File: config.mk
export PLATFORM = sky130hd
export DESIGN_NAME = uc_sequencer
export DESIGN_NICKNAME = d
export VERILOG_FILES = /design/src/rtl/uc_sequencer.sv
export SDC_FILE = /design/constraint.sdc
export NUM_CORES = 1
export LEC_CHECK = 0
export CORE_MARGIN = 1.5
export CORE_UTILIZATION = 42
export DETAILED_ROUTE_END_ITERATION = 16
export PLACE_DENSITY = 0.75
export SETUP_SLACK_MARGIN = 0.05
export SYNTH_ARGS = -nofsm -noshare
export SYNTH_HDL_FRONTEND = slang
export SYNTH_SLANG_ARGS = --single-unit
File: constraint.sdc
create_clock -name clk -period 1.85 [get_ports clk]
set_clock_uncertainty 0.1 [all_clocks]
set_input_delay 0.37 -clock clk [delete_from_list [all_inputs] [get_ports clk]]
set_output_delay 0.37 -clock clk [all_outputs]
set_load 0.02 [all_outputs]
File: src/rtl/uc_sequencer.sv
// Control unit and run/step/halt sequencer for the single-cycle microcontroller datapath.
// Decodes Opcode/z into datapath controls and gates each commit through the sequencer state.
module uc_sequencer #(
    parameter int unsigned CNT_W        = 16,
    parameter bit          ILLEGAL_HALT = 1'b1
) (
    input  logic             clk,
    input  logic             reset,
    input  logic [5:0]       Opcode,
    input  logic             z,
    input  logic             run,
    input  logic             step_req,
    output logic             pc_en,
    output logic             s_inc,
    output logic             s_inm,
    output logic             we3,
    output logic             wez,
    output logic [2:0]       Op,
    output logic             step_ack,
    output logic             halted,
    output logic             illegal,
    output logic [CNT_W-1:0] retired
);

    typedef enum logic [1:0] {StIdle, StRun, StStep, StHalt} state_e;

    localparam logic [CNT_W-1:0] CntOne = {{(CNT_W-1){1'b0}}, 1'b1};

    state_e           state_q;
    logic             step_q;
    logic             illegal_q;
    logic [CNT_W-1:0] retired_q;

    logic       dec_inc, dec_inm, dec_we3, dec_wez;
    logic [2:0] dec_op;
    logic       is_halt, is_undef, stop, active, commit, step_edge;

    always_comb begin
        dec_inc  = 1'b1;
        dec_inm  = 1'b0;
        dec_we3  = 1'b0;
        dec_wez  = 1'b0;
        dec_op   = 3'b000;
        is_halt  = 1'b0;
        is_undef = 1'b0;
        if (Opcode[5]) begin
            dec_op  = Opcode[4:2];
            dec_we3 = 1'b1;
            dec_wez = 1'b1;
        end else begin
            unique case (Opcode[4:0])
                5'd0: begin
                    dec_inm = 1'b1;
                    dec_we3 = 1'b1;
                end
                5'd1:    dec_inc  = 1'b0;
                5'd2:    dec_inc  = ~z;
                5'd3:    dec_inc  = z;
                5'd4:    dec_inc  = 1'b1;
                5'd5:    is_halt  = 1'b1;
                default: is_undef = 1'b1;
            endcase
        end
    end

    // Undefined opcodes either stop the core or fall through as a committing nop.
    assign stop      = is_halt | (is_undef & ILLEGAL_HALT);
    assign active    = reset & ((state_q == StRun) | (state_q == StStep));
    assign commit    = active & ~stop;
    assign step_edge = step_req & ~step_q;

    assign pc_en    = commit;
    assign s_inc    = commit ? dec_inc : 1'b1;
    assign s_inm    = commit & dec_inm;
    assign we3      = commit & dec_we3;
    assign wez      = commit & dec_wez;
    assign Op       = commit ? dec_op : 3'b000;
    assign step_ack = reset & (state_q == StStep);
    assign halted   = reset & (state_q == StHalt);
    assign illegal  = illegal_q;
    assign retired  = retired_q;

    always_ff @(posedge clk) begin
        if (!reset) begin
            state_q   <= StIdle;
            step_q    <= 1'b0;
            illegal_q <= 1'b0;
            retired_q <= '0;
        end else begin
            step_q <= step_req;
            if (commit && (retired_q != {CNT_W{1'b1}})) begin
                retired_q <= retired_q + CntOne;
            end
            if (active && is_undef) begin
                illegal_q <= 1'b1;
            end
            unique case (state_q)
                StIdle: begin
                    if (run)            state_q <= StRun;
                    else if (step_edge) state_q <= StStep;
                end
                StRun: begin
                    if (stop)      state_q <= StHalt;
                    else if (!run) state_q <= StIdle;
                end
                StStep: state_q <= stop ? StHalt : StIdle;
                StHalt: state_q <= StHalt;
            endcase
        end
    end

endmodule

==> results.cfg <==
[run_status]
status = finished, violations left
violations = setup timing

[worst_setup_path]
startpoint_type = register
cp_cell_sequence = inv_2 > ha_4 > and2_4 > and4b_1 > buf_6
critPathMaxStageDelay_ns = 0.36
crit_type = reg2out
critical_path.top_delay_family = simple AND/OR/NAND/NOR gates
end_kind = output pin
cp.arrival_ns = 1.46
worstPathMaxFanout = 4
required_ns = 1.38
slowest_stage = dfxtp_2
cp_num_buf_inv = 2

[logic_synthesis]
synth_top_area_frac = 0.324
synth_top_flop_cell = dfxtp_1
yosys.cell_types.count = 31
synth_seq_area_share = 0.324
synth.avg_cell_area_um2 = 8.59
async_reset_ff_frac = 0
synth_area_um2 = 1240
synth_seq_cells = 20
synth_nets = 161
synth_edf_count = 0
synth_cells = 144
synthTopCellsByArea = dfxtp_1 (32%), xnor2_1 (7.1%), ha_1 (6.1%), nor2_1 (6.1%), nand2_1 (4.6%)
yosysWarnings = 0
synth_common_cells = dfxtp_1 (20), nor2_1 (20), nand2_1 (15), xnor2_1 (10), and2_1 (7)
yosys.area.top_type = dfxtp_1

[timing]
setup_viol_count_final = 8
hold_violations = 0
rsz0062_at_grt = yes
setup_tns_ns = -0.491
layout_min_cycle_time_ns = 1.93
slew_headroom = 0.763
slew_viol_final = 0
clock.fmax_mhz = 518
tightestPinTransition_ns = 0.351
layout_setup_ws_ns = -0.0794
fin_crit_sh = 1.04

[global_routing]
grt.total_usage = 0.231
grt_pass1_wl_mm = 5.92
grt_pass1_vias = 1352
gr-total-overflow = 0
grt_max_degree = 12
antenna_found_initial = 0

[floorplan]
ios = 38
start_util = 0.445
core_um2 = 2780
die_area_um2 = 3280
die_w_um = 57.3
die_h_um = 57.3
core.rowCount = 19

[clocking]
clkLatencyLatePin_ns = 0.30
htreeDepth = 1
cts_buffers = 3
cts_root_buffer = clkbuf_4
cts_hold_buf = 0
cts_sinks = 20
cts.clk_slew.worst_paths_ns = 0.12
clockBufferDepth = 2
tritoncts = built

[layout]
seqCellArea_um2 = 417
num_antenna_cells = 0
nets = 229
fin_util = 0.753
multi_input_area_um2 = 993
n_fill_cell = 197
area_growth_pct = 69.3
drive_gt1_frac = 0.403
final_area_um2 = 2090

[routing]
ant_nets = 0
wl_mm = 3.64
drt_pass1_iterations = 4
wl_per_cell_um = 15.0
highest_layer = met4
wl_met3_um = 130
drt-vias-per-instance = 5.42
wl_met1_mm = 1.37
drt_iter0_markers = 72
vias = 1312
drc = 0
route.met2.wl_mm = 2.08

[pwr]
power.density_nw_per_um2 = 767
p_leak_nw = 0.988
vdd_drop_max_mv = 0.754

[placement]
port_buffers = 37
placed_area_um2 = 1900
gp_congestion = 0.841
hpwl_mm = 2.71

[run]
maxCapViolCount = 0

[min_path]
worstHoldPathType = reg2reg
timing repair:
action                                  CTS  global route
gates resized for setup                  91            18
endpoints found under the setup margin   35            27
setup buffers                             6             0
pin swaps                                22            10
final cells by class:
type | instances | share of cell area
clock buffer | 3 | 0.0108
tap | 31 | 0.0185
inverter | 6 | 0.0108
multi-input combinational | 115 | 0.474
sequential | 20 | 0.199
clock inverter | 1 | 0.00179
timing repair buffer | 66 | 0.285
worst paths after layout:
| check | start | endpoint | slack (ns) | cells past startpoint |
|---|---|---|---|---|
| setup / recovery | state_q[0] | s_inm | -0.08 | 5 |
| hold / removal | illegal | illegal | 0.41 | 2 |
| setup reg to reg | state_q[0] | retired[4] | -0.05 | 9 |
| hold reg to reg | illegal | illegal | 0.41 | 2 |
power breakdown:
part / switching (W) / leakage, nW / internal (W) / total, W
registers: 0.0000324 / 0.167 / 0.000476 / 0.000508
logic: 0.000422 / 0.806 / 0.000458 / 0.000880
clock network: 0.000139 / 0.0154 / 0.0000786 / 0.000218
total: 0.000593 / 0.988 / 0.00101 / 0.00161
metal layers:
layer / GRT usage / vias up
met5: 0 / -
met4: 0.0897 / 0
met3: 0.0295 / 6
met2: 0.443 / 31
met1: 0.253 / 634
li1: - / 641
placed cells by master, fill, tap and decap left out, types with 5 or more instances in the layout:
cell type         n
mux2i_1           5
dfxtp_2           7
clkdlybuf4s50_1   5
nand2_1          14
o21ai_0           5
buf_4            25
and2_4            5
buf_6            12
dlygate4sd2_1    19
nand3_1           5
nor2_1           18
a21oi_1           6
dfxtp_1          11
xnor2_1           8
nor4_4            6
sequential cells by signal, indices dropped and copies added (netlist names):
signal   flops
retired     16
state_q      2
illegal      1
step_q       1
kinds of logic (layout without fill, tap and decap cells):
kind of cell,count (synthesis),in the layout,share of synthesized area
xor+xnor,10,10,0.0708
flops,20,20,0.324
mux,5,5,0.0404
compound gates,18,18,0.0950
buf+inv,9,76,0.0334
fa+ha+maj,6,6,0.0607
simple gates,76,76,0.376
worst min-delay path, delay by kind of cell, from the launching register on:
family / cells / cell delay, ns
flip-flops: 1 / 0.34
AND/OR/NAND/NOR: 2 / 0.14
metrics by stage:
step	hold WS, ns	total power, W	instances	worst slack (ns)
5_1_grt	0.437	0.00171	242	-0.136
3_3_place_gp	0.373	0.00122	232	-0.545
2_1_floorplan	0.358	0.000942	144	0.0103
4_1_cts	0.414	0.00156	242	-0.0838
3_5_place_dp	0.389	0.00125	232	-0.630
6_report	0.406	0.00161	242	-0.0794
(Power assumes the default switching activity.)
